===== src/rtl/nios_oci_trace_pkg.sv =====
`default_nettype none
// ============================================================================
// Module : nios_oci_trace_pkg
// Brief  : Shared definitions for the OCI data-capture-trace (DCT) buffer:
//          control FSM state encoding and buffer-full policy selectors.
// Rev    : 1.0  initial release
// ============================================================================
package nios_oci_trace_pkg;

   // Control FSM state encoding
   localparam logic [1:0] ST_IDLE    = 2'd0;
   localparam logic [1:0] ST_CAPTURE = 2'd1;
   localparam logic [1:0] ST_DRAIN   = 2'd2;
   localparam logic [1:0] ST_DONE    = 2'd3;

   // Buffer-full policy (WRAP_MODE parameter values)
   localparam int STOP_ON_FULL = 0;
   localparam int WRAP         = 1;

endpackage : nios_oci_trace_pkg
`default_nettype wire


===== src/rtl/nios_oci_trace_ram.sv =====
`default_nettype none
// ============================================================================
// Module : nios_oci_trace_ram
// Brief  : Simple dual-port DEPTH x DATA_W register array. Synchronous write,
//          asynchronous (combinational) read.
// Ports  : clk    - write clock
//          we     - write enable
//          waddr  - write address
//          wdata  - write data
//          raddr  - read address
//          rdata  - read data, combinational from storage
// Rev    : 1.0  initial release
// ============================================================================
module nios_oci_trace_ram
   import nios_oci_trace_pkg::*;
#(
   parameter int DATA_W = 30,
   parameter int DEPTH  = 8
) (
   input  logic                     clk,
   input  logic                     we,
   input  logic [$clog2(DEPTH)-1:0] waddr,
   input  logic [DATA_W-1:0]        wdata,
   input  logic [$clog2(DEPTH)-1:0] raddr,
   output logic [DATA_W-1:0]        rdata
);

   logic [DATA_W-1:0] r_mem [DEPTH];

   // Storage is not reset: validity is tracked by the owner's fill count.
   always_ff @(posedge clk) begin
      if (we) begin
         r_mem[waddr] <= wdata;
      end
   end

   assign rdata = r_mem[raddr];

endmodule : nios_oci_trace_ram
`default_nettype wire


===== src/rtl/nios_nios2_oci_trace_capture.sv =====
`default_nettype none
// ============================================================================
// Module : nios_nios2_oci_trace_capture
// Brief  : OCI data-capture-trace buffer. Captures DCT words into a DEPTH-entry
//          circular buffer, drains them through a valid/ready read port,
//          counts dropped/overwritten words and sequences the end-of-test
//          handshake into a sticky test_has_ended flag.
// Ports  : clk, reset     - clock; asynchronous active-high reset
//          capture_en     - arm capture (level)
//          dct_valid/word - incoming DCT word
//          test_ending    - end-of-test request
//          rd_valid/ready - read handshake, pop on valid && ready
//          rd_data        - oldest buffered word (0 when empty)
//          fill_level     - entries held, 0..DEPTH
//          overflow_count - dropped/overwritten words, saturating
//          test_has_ended - sticky, set after drain completes
// Rev    : 1.0  initial release
// ============================================================================
module nios_nios2_oci_trace_capture
   import nios_oci_trace_pkg::*;
#(
   parameter int DATA_W    = 30,
   parameter int DEPTH     = 8,
   parameter int WRAP_MODE = STOP_ON_FULL,
   parameter int OVF_W     = 16
) (
   input  logic                       clk,
   input  logic                       reset,
   input  logic                       capture_en,
   input  logic                       dct_valid,
   input  logic [DATA_W-1:0]          dct_word,
   input  logic                       test_ending,
   output logic                       rd_valid,
   input  logic                       rd_ready,
   output logic [DATA_W-1:0]          rd_data,
   output logic [$clog2(DEPTH+1)-1:0] fill_level,
   output logic [OVF_W-1:0]           overflow_count,
   output logic                       test_has_ended
);

   localparam int c_ptr_w  = $clog2(DEPTH);
   localparam int c_fill_w = $clog2(DEPTH + 1);

   localparam logic [c_ptr_w-1:0]  c_ptr_one  = c_ptr_w'(1);
   localparam logic [c_fill_w-1:0] c_fill_one = c_fill_w'(1);
   localparam logic [c_fill_w-1:0] c_fill_max = c_fill_w'(DEPTH);
   localparam logic [OVF_W-1:0]    c_ovf_one  = OVF_W'(1);
   localparam logic [OVF_W-1:0]    c_ovf_max  = {OVF_W{1'b1}};
   localparam logic                c_wrap     = (WRAP_MODE == WRAP);

   logic [1:0]          r_state;
   logic [1:0]          w_state_next;
   logic [c_ptr_w-1:0]  r_wr_ptr;
   logic [c_ptr_w-1:0]  r_rd_ptr;
   logic [c_fill_w-1:0] r_fill;
   logic [c_fill_w-1:0] w_fill_next;
   logic [OVF_W-1:0]    r_ovf;
   logic                r_ended;

   logic                w_full;
   logic                w_accept;
   logic                w_pop;
   logic                w_ovf;
   logic                w_push;
   logic                w_rd_adv;
   logic [DATA_W-1:0]   w_ram_rdata;

   // ------------------------------------------------------------------
   // Datapath decisions
   // ------------------------------------------------------------------
   assign w_full   = (r_fill == c_fill_max);
   assign w_accept = (r_state == ST_CAPTURE) && dct_valid;
   assign w_pop    = rd_valid && rd_ready;
   // A write into a full buffer is only an overflow when no pop frees a slot.
   assign w_ovf    = w_accept && w_full && !w_pop;
   assign w_push   = w_accept && (!w_ovf || c_wrap);
   // In wrap mode an overflowing write evicts the oldest entry.
   assign w_rd_adv = w_pop || (w_ovf && c_wrap);

   always_comb begin
      w_fill_next = r_fill;
      if (w_push && !w_pop && !w_full) begin
         w_fill_next = r_fill + c_fill_one;
      end else if (w_pop && !w_push) begin
         w_fill_next = r_fill - c_fill_one;
      end
   end

   // ------------------------------------------------------------------
   // Control FSM
   // ------------------------------------------------------------------
   always_comb begin
      w_state_next = r_state;
      case (r_state)
         ST_IDLE: begin
            if (test_ending) begin
               w_state_next = ST_DRAIN;
            end else if (capture_en) begin
               w_state_next = ST_CAPTURE;
            end
         end
         ST_CAPTURE: begin
            if (test_ending) begin
               w_state_next = ST_DRAIN;
            end else if (!capture_en) begin
               w_state_next = ST_IDLE;
            end
         end
         // DONE is entered on the same edge that empties the buffer.
         ST_DRAIN: begin
            if (w_fill_next == '0) begin
               w_state_next = ST_DONE;
            end
         end
         default: w_state_next = ST_DONE;
      endcase
   end

   always_ff @(posedge clk or posedge reset) begin
      if (reset) begin
         r_state  <= ST_IDLE;
         r_wr_ptr <= '0;
         r_rd_ptr <= '0;
         r_fill   <= '0;
         r_ovf    <= '0;
         r_ended  <= 1'b0;
      end else begin
         r_state <= w_state_next;
         r_fill  <= w_fill_next;
         if (w_push) begin
            r_wr_ptr <= r_wr_ptr + c_ptr_one;
         end
         if (w_rd_adv) begin
            r_rd_ptr <= r_rd_ptr + c_ptr_one;
         end
         if (w_ovf && (r_ovf != c_ovf_max)) begin
            r_ovf <= r_ovf + c_ovf_one;
         end
         if (r_state == ST_DONE) begin
            r_ended <= 1'b1;
         end
      end
   end

   // ------------------------------------------------------------------
   // Storage
   // ------------------------------------------------------------------
   nios_oci_trace_ram #(
      .DATA_W (DATA_W),
      .DEPTH  (DEPTH)
   ) u_ram (
      .clk   (clk),
      .we    (w_push),
      .waddr (r_wr_ptr),
      .wdata (dct_word),
      .raddr (r_rd_ptr),
      .rdata (w_ram_rdata)
   );

   // ------------------------------------------------------------------
   // Outputs
   // ------------------------------------------------------------------
   assign rd_valid       = (r_fill != '0);
   // Masked so rd_data reads 0 whenever the buffer holds nothing.
   assign rd_data        = rd_valid ? w_ram_rdata : '0;
   assign fill_level     = r_fill;
   assign overflow_count = r_ovf;
   assign test_has_ended = r_ended;

endmodule : nios_nios2_oci_trace_capture
`default_nettype wire


===== config.mk =====
export PLATFORM = sky130hd
export DESIGN_NAME = nios_nios2_oci_trace_capture
export DESIGN_NICKNAME = d
export VERILOG_FILES = /design/src/rtl/nios_oci_trace_pkg.sv /design/src/rtl/nios_oci_trace_ram.sv /design/src/rtl/nios_nios2_oci_trace_capture.sv
export SDC_FILE = /design/constraint.sdc
export NUM_CORES = 1
export LEC_CHECK = 0
export CAP_MARGIN = 20
export CORE_MARGIN = 2
export CORE_UTILIZATION = 48
export CTS_BUF_LIST = sky130_fd_sc_hd__clkbuf_8
export DETAILED_ROUTE_END_ITERATION = 16
export PLACE_DENSITY = 0.79
export REMOVE_ABC_BUFFERS = 1
export SETUP_SLACK_MARGIN = 0.4
export SYNTH_ARGS = -nofsm -noshare
export SYNTH_HDL_FRONTEND = slang
export SYNTH_SLANG_ARGS = --single-unit

===== constraint.sdc =====
create_clock -name clk -period 11 [get_ports clk]
set_input_delay 2.75 -clock clk [delete_from_list [all_inputs] [get_ports clk]]
set_output_delay 2.75 -clock clk [all_outputs]
set_load 0.03 [all_outputs]

==> out/results.ini, run 1 <==
[run_status]
status=finished, final reports clean

[floorplanning]
die_width_um=153
ios=88
fp.dieH_um=153
dieArea_um2=23400
fp-row-count=54
initial_utilization=0.488
core_area_um2=21800

[critical_path]
critPathMaxFanout=36
reg2reg_slack_ns=7.91
cp_top_family=buffers and inverters
cp_slowest_cell=dfrtp_4
r2r_cells=7
crit_buf_inv=2
crit_cells=5
cp_cell_sequence=buf_4, mux4_2, mux2i_1, nor2_1, clkdlybuf4s50_1
critical_path_arrival_ns=3.47
setup.worst_path.end_class=output port
cp.required_ns=8.25
worst-setup-path-type=flip-flop to output port
worst_path_largest_cell_delay_ns=0.78
start_kind=flip-flop

[sta]
clock_skew_ns=0.0143
finalSetupTns_ns=0
layout_worst_path_cycle_share=0.566
maxClockFrequency_ghz=0.161
report.final.slew_viol_count=0
tightest_slew_ns=0.704
finalCriticalPeriod_ns=6.22
fin_hold_ws_ns=0.481
rsz0062_at_grt=false
setup_viol=0
maxSlewHeadroom=0.531
hold_violations=0
layout_setup_ws_ns=4.78

[placed_design]
place.gp.congestion=0.814
numPortBuffers=87
place_hpwl_um=11900
placedCellCount=891
pre_cts_slack_ns=5.25

[yosys]
synthTopCellsByArea=edfxtp_1 68%, mux4_2 13%, dfrtp_1 6.8%, mux2i_1 2.8%, nor2_1 1.5%
synth_ff_type=edfxtp_1
synth-edff-count=240
yosysTopAreaCell=edfxtp_1
post_synth.cell_area_avg_um2=19.8
ys_seq_area_frac=0.745
synth_most_common_cell=edfxtp_1
ys_async_sr_fraction=0.108
ys_types=49
synthCells=538
synth_common_cells=240 x edfxtp_1, 60 x mux4_2, 42 x nor2_1, 30 x mux2i_1, 29 x dfrtp_1
ys_ff_latch=269
synth_top_area_frac=0.677
ys_warn_count=0
syn-cell-area_um2=10600

[grt]
grt_pass1_vias=5620
grt_max_degree=41
gr-total-overflow=0
grt_usage=0.176
grt_pass1_wl_um=31700
antenna_found_initial=1

[power]
power_density_nw_per_um2=228
vdd_drop_max_mv=0.157
p_leak_nw=4.27
total_power_mw=2.89

[clock_tree]
cts_tree=built
worstSkewPairLatency_ns=0.53
cts_buffers=41
clock-sinks=269
root_buffer=clkbuf_8
clkSlewWorstSetupHoldPaths_ns=0.06
htreeDepth=2
hold_buffers=0
cts_resized=0
cts_setup_buffers=0
cts_buffer_depth=3

[detailed_routing]
ant_nets=0
wire_per_inst_um=21.3
drtIter0Drc=344
viasPerCell=5.66
first_pass_iters=5
drc=0
routed_wl_um=20600
num_vias=5482

[min_path]
holdCritPathClass=flip-flop to flip-flop
min_path_cells=1

[layout]
nets=697
drive_gt1_frac=0.208
fill_cells=1558
final_cells=968
area_growth_pct=19.0

[run]
cap_violations=0

worst paths after layout:
check	from	endpoint
setup / recovery	r_rd_ptr[0]	rd_data[11]
min in group asynchronous	reset	overflow_count[6]
setup reg to reg	fill_level[0]	u_ram.r_mem[1][12]
hold / removal	test_has_ended	test_has_ended
hold reg to reg	test_has_ended	test_has_ended
max in group asynchronous	reset	r_rd_ptr[0]
sequential cells by signal (all words and copies together), names as in the netlist:
| name | flops |
|---|---|
| r_wr_ptr | 3 |
| fill_level | 4 |
| r_rd_ptr | 3 |
| overflow_count | 16 |
| test_has_ended | 1 |
| u_ram.r_mem | 240 |
| r_state | 2 |
worst reg2reg max path, delay by kind of cell, from the launching register on:
kind | cells | cell delay, ns
and+or+nand+nor | 4 | 1.32
DFF | 1 | 0.49
adders and majority gates | 1 | 0.29
buffers and inverters | 2 | 0.62
power by group:
| group | internal, mW | total [mW] | leakage (nW) | switching, mW |
|---|---|---|---|---|
| clock | 0.360 | 0.707 | 0.415 | 0.347 |
| combinational | 0.474 | 0.980 | 1.33 | 0.506 |
| sequential | 1.13 | 1.21 | 2.53 | 0.0791 |
| total | 1.96 | 2.89 | 4.27 | 0.933 |
area by class of cell:
class / count / area [um2] / area share
clock inverter: 31 / 121 / 0.00958
multi-input combinational: 238 / 2640 / 0.208
tap: 280 / 350 / 0.0277
antenna: 1 / 2.50 / 0.000198
inverter: 6 / 22.5 / 0.00178
timing repair buffer: 100 / 1000 / 0.0790
clock buffer: 43 / 592 / 0.0467
sequential: 269 / 7940 / 0.627
metal layers:
| metal | vias up | part of all wire | global-route usage |
|---|---|---|---|
| met1 | 2843 | 0.41 | 0.236 |
| met3 | 30 | 0.060 | 0.0386 |
| met5 | - | 0 | 0 |
| met4 | 0 | 0.015 | 0.0556 |
| met2 | 186 | 0.52 | 0.293 |
| li1 | 2423 | - | - |
cell usage in the layout (no fill, tap or decap), drive strengths merged, types with 3 or more instances in the layout:
cell type      netlist  layout
nor3                 6       6
nand4                7       7
clkbuf              15      43
xnor2               14      14
and3                 3       3
edfxtp             240     240
nor2                43      43
nand2               15      15
buf                 10      13
o21ai                5       5
mux4                60      60
clkdlybuf4s50        0      87
a21oi                4       4
a31oi                3       3
mux2                 5       5
dfrtp               29      29
clkinv               0      15
ha                   5       5
nand3                8       8
inv                  6      21
mux2i               30      30
cells by family after synthesis:
family | after synthesis | synth area share
adder cells (fa/ha/maj) | 6 | 0.00682
XOR/XNOR | 15 | 0.0123
AND/OR/NAND/NOR | 100 | 0.0487
flip-flops | 269 | 0.745
AO/OA/AOI/OAI | 22 | 0.0145
buffers and inverters | 31 | 0.0120
multiplexers | 95 | 0.160
metrics by stage:
stage,utilization,cell area [um2]
global route,0.580,12700
CTS,0.578,12600
floorplan,-,10500
detailed placement,0.545,11900
finish,0.580,12700
global placement,0.545,11900
No activity file was read; power rests on OpenSTA's default activity.
==> run 2: changes to the inputs <==
==> constraint.sdc (replaced) <==
create_clock -name clk -period 6.4 [get_ports clk]
set_input_delay 1.6 -clock clk [delete_from_list [all_inputs] [get_ports clk]]
set_output_delay 1.6 -clock clk [all_outputs]
set_load 0.03 [all_outputs]
==> out/results.ini, run 2 (synthesis results as in run 1) <==
[run]
cap_violations=0

[sta]
rsz0062_at_grt=false
setup_viol=0
finalSetupTns_ns=0
maxClockFrequency_ghz=0.197
clock_skew_ns=0.0244
layout_worst_path_cycle_share=0.795
tightest_slew_ns=1.07
maxSlewHeadroom=0.288
report.final.slew_viol_count=0
hold_violations=0
layout_setup_ws_ns=1.32
finalCriticalPeriod_ns=5.08

[critical_path]
worst-setup-path-type=flip-flop to output port
critPathMaxFanout=45
start_kind=flip-flop
setup.worst_path.end_class=output port
cp.required_ns=4.80
critical_path_arrival_ns=3.48

[clock_tree]
root_buffer=clkbuf_8
htreeDepth=2
clkSlewWorstSetupHoldPaths_ns=0.06
cts_setup_buffers=0
worstSkewPairLatency_ns=0.54
cts_buffer_depth=3
cts_resized=0
hold_buffers=0
cts_tree=built
cts_buffers=43
clock-sinks=269

[grt]
antenna_found_initial=0
grt_max_degree=46
grt_usage=0.184
grt_pass1_vias=5957
grt_pass1_wl_um=33200
gr-total-overflow=0

[detailed_routing]
wire_per_inst_um=21.8
drc=0
first_pass_iters=5
routed_wl_um=21200
ant_nets=0
num_vias=5510
drtIter0Drc=311
viasPerCell=5.66

[placed_design]
place.gp.congestion=0.823
place_hpwl_um=12700
numPortBuffers=87
place_area_um2=11900
pre_cts_slack_ns=1.77

[power]
vdd_drop_max_mv=0.343
pwr-share-comb=0.326
p_seq_frac=0.407
p_leak_nw=4.34
p_sw_mw=1.65
intPower_mw=3.50
clkPwrFrac=0.267
power_density_nw_per_um2=401
sw_frac_of_total=0.321
total_power_mw=5.16

[layout]
num_antenna_cells=0
fill_cells=1568
area_growth_pct=20.8
layout_commonest_cell=edfxtp_1
most-common-layout-cells=240 x edfxtp_1, 87 x clkdlybuf4s50_1, 60 x mux4_2
multi_input_area_um2=2640
seq_area_um2=7940
largest_reg_flops=240
final_area_um2=12900
final_core_util=0.589
nets=699
drive_gt1_frac=0.221
max_flop_register=u_ram.r_mem

[min_path]
holdCritPathClass=flip-flop to flip-flop

[floorplanning]
ios=88
dieArea_um2=23400
core_area_um2=21800
fp-row-count=54
fp.dieH_um=153
die_width_um=153
initial_utilization=0.488

[run_status]
status=finished, final reports clean

-- run 2: cell types whose count changed in the layout (fill, tap and decap cells not counted) --
| cell | delta |
|---|---|
| buf_12 | +5 |
| buf_16 | +1 |
| buf_4 | -6 |
| bufinv_16 | +2 |
| clkbuf_8 | +2 |
| clkinv_1 | -2 |
| clkinv_2 | +5 |
| diode_2 | -1 |
| inv_1 | -2 |
| inv_6 | +1 |
-- run 2: layout make-up --
class / count / share of cell area
repair buffers: 100 / 0.0843
inverters: 6 / 0.00175
clock inverters: 35 / 0.0156
multi-input cells: 238 / 0.205
clock buffers: 45 / 0.0482
well taps: 280 / 0.0273
flip-flops and latches: 269 / 0.618
-- run 2: per-layer routing --
metal | up-vias | track usage | share of wire
met3 | 32 | 0.0411 | 0.054
met5 | - | 0 | 0
met1 | 2858 | 0.237 | 0.41
li1 | 2437 | - | -
met4 | 0 | 0.0542 | 0.017
met2 | 183 | 0.316 | 0.52
-- run 2: critical path, cell delays in order, from the launching register on --
cell,delay [ns]
dfrtp_4,1.02
buf_4,0.47
mux4_2,0.56
mux2i_1,0.19
nor2_1,0.07
clkdlybuf4s50_1,0.63
-- run 2: power by group through the flow --
| stage | clock network [mW] | logic, mW | registers, mW |
|---|---|---|---|
| floorplan | 0 | 1.05 | 2.19 |
| global placement | 0 | 1.58 | 2.21 |
| detailed placement | 0 | 1.61 | 2.22 |
| CTS | 1.41 | 1.61 | 2.18 |
| global route | 1.48 | 1.79 | 2.12 |
| finish | 1.38 | 1.68 | 2.10 |
-- run 2: final timing paths --
check / from / endpoint / slack, ns / depth (start not counted)
max in group asynchronous: reset / r_rd_ptr[0] / 4.66 / 3
min reg2reg: test_has_ended / test_has_ended / 0.46 / 1
max: r_rd_ptr[0] / rd_data[6] / 1.32 / 5
max reg2reg: fill_level[1] / r_state[0] / 3.37 / 8
min: test_has_ended / test_has_ended / 0.46 / 1
min in group asynchronous: reset / overflow_count[7] / 1.31 / 2
-- run 2: stage by stage --
step / instances / hold slack, ns
floorplan: 513 / 0.511
global placement: 885 / 0.442
detailed placement: 889 / 0.450
CTS: 969 / 0.468
global route: 973 / 0.500
finish: 973 / 0.462
==> run 3: changes to the inputs <==
==> constraint.sdc (replaced) <==
create_clock -name clk -period 5.2 [get_ports clk]
set_input_delay 1.3 -clock clk [delete_from_list [all_inputs] [get_ports clk]]
set_output_delay 1.3 -clock clk [all_outputs]
set_load 0.03 [all_outputs]
==> out/results.ini, run 3 (synthesis results as in run 1) <==
[run_status]
status=finished, final reports clean

[sta]
hold_violations=0
tightest_slew_ns=1.07
setup_viol=0
clock_skew_ns=0.0257
finalCriticalPeriod_ns=4.49
rsz0062_at_grt=false
report.final.slew_viol_count=0
maxSlewHeadroom=0.283
layout_worst_path_cycle_share=0.863
finalSetupTns_ns=0
layout_setup_ws_ns=0.712
maxClockFrequency_ghz=0.223

[power]
intPower_mw=4.36
p_sw_mw=2.05
pwr-share-comb=0.327
vdd_drop_max_mv=0.322
clkPwrFrac=0.272
power_density_nw_per_um2=500
p_seq_frac=0.401
p_leak_nw=4.32
sw_frac_of_total=0.320
total_power_mw=6.41

[grt]
grt_usage=0.175
grt_pass1_wl_um=31600
antenna_found_initial=1
grt_max_degree=35
gr-total-overflow=0
grt_pass1_vias=5825

[layout]
most-common-layout-cells=240 x edfxtp_1, 87 x clkdlybuf4s50_1, 60 x mux4_2
max_flop_register=u_ram.r_mem
drive_gt1_frac=0.231
layout_commonest_cell=edfxtp_1
final_area_um2=12800
largest_reg_flops=240
fill_cells=1562
area_growth_pct=20.3
nets=699

[run]
cap_violations=0

[critical_path]
worst-setup-path-type=flip-flop to output port
critical_path_arrival_ns=3.19
setup.worst_path.end_class=output port
critPathMaxFanout=30
cp.required_ns=3.90
start_kind=flip-flop

[floorplanning]
ios=88
core_area_um2=21800
dieArea_um2=23400
fp.dieH_um=153
fp-row-count=54
initial_utilization=0.488
die_width_um=153

[detailed_routing]
ant_nets=0
wire_per_inst_um=20.9
drc=0
first_pass_iters=5
drtIter0Drc=313
viasPerCell=5.61
num_vias=5434
routed_wl_um=20200

[placed_design]
place_hpwl_um=12100
pre_cts_slack_ns=1.08
numPortBuffers=87
place.gp.congestion=0.816
place_area_um2=11900

[clock_tree]
clkSlewWorstSetupHoldPaths_ns=0.07
clock-sinks=269
htreeDepth=2
cts_buffers=41
cts_tree=built
cts_resized=0
cts_buffer_depth=3
root_buffer=clkbuf_8
hold_buffers=0
worstSkewPairLatency_ns=0.55
cts_setup_buffers=0

[min_path]
holdCritPathClass=flip-flop to flip-flop

-- run 3: cell count changes in the layout (fill, tap and decap cells not counted), sizes merged --
cell	change
clkinv	-6
clkbuf	-4
clkinvlp	+3
buf	+2
bufinv	+2
inv	-2
diode	+1
-- run 3: metal layers --
layer  wire length, um  vias up  global-route usage
li1                  -     2424                   -
met1              8430     2802               0.225
met2             10300      176               0.293
met3              1200       30              0.0439
met4               289        2              0.0591
met5                11        -                   0
-- run 3: power by group through the flow --
stage | Clock, mW | Sequential (mW) | Combinational (mW)
2_1_floorplan | 0 | 2.70 | 1.29
3_3_place_gp | 0 | 2.66 | 2.03
6_report | 1.74 | 2.57 | 2.10
4_1_cts | 1.78 | 2.62 | 2.07
5_1_grt | 1.87 | 2.59 | 2.23
3_5_place_dp | 0 | 2.67 | 2.06
-- run 3: final timing paths --
kind,from,to,slack [ns],depth (start not counted)
worst max register to register,fill_level[1],u_ram.r_mem[2][18],2.26,5
worst min register to register,test_has_ended,test_has_ended,0.50,1
min in group asynchronous,reset,overflow_count[6],1.08,2
max in group asynchronous,reset,r_rd_ptr[1],3.62,3
worst min-delay path,test_has_ended,test_has_ended,0.50,1
worst max-delay path,r_rd_ptr[0],rd_data[29],0.71,5
-- run 3: final cells by class --
class | count | area (um2) | area share
multi-input cells | 238 | 2640 | 0.206
diodes | 1 | 2.50 | 0.000195
clock inverters | 32 | 260 | 0.0203
flip-flops and latches | 269 | 7940 | 0.620
inverters | 6 | 22.5 | 0.00176
repair buffers | 102 | 1030 | 0.0803
well taps | 280 | 350 | 0.0274
clock buffers | 41 | 564 | 0.0441
-- run 3: worst max-delay path, cell delays in order (launching register included) --
cell and delay, ns:
dfrtp_4 0.81, buf_4 0.38, mux4_2 0.54, mux2i_1 0.23, nor2_1 0.07, clkdlybuf4s50_1 0.60
-- run 3: metrics by stage --
stage | utilization | hold slack (ns) | cells
floorplan | - | 0.511 | 513
CTS | 0.585 | 0.505 | 966
global route | 0.587 | 0.534 | 968
detailed placement | 0.547 | 0.484 | 893
global placement | 0.547 | 0.446 | 893
finish | 0.587 | 0.500 | 969
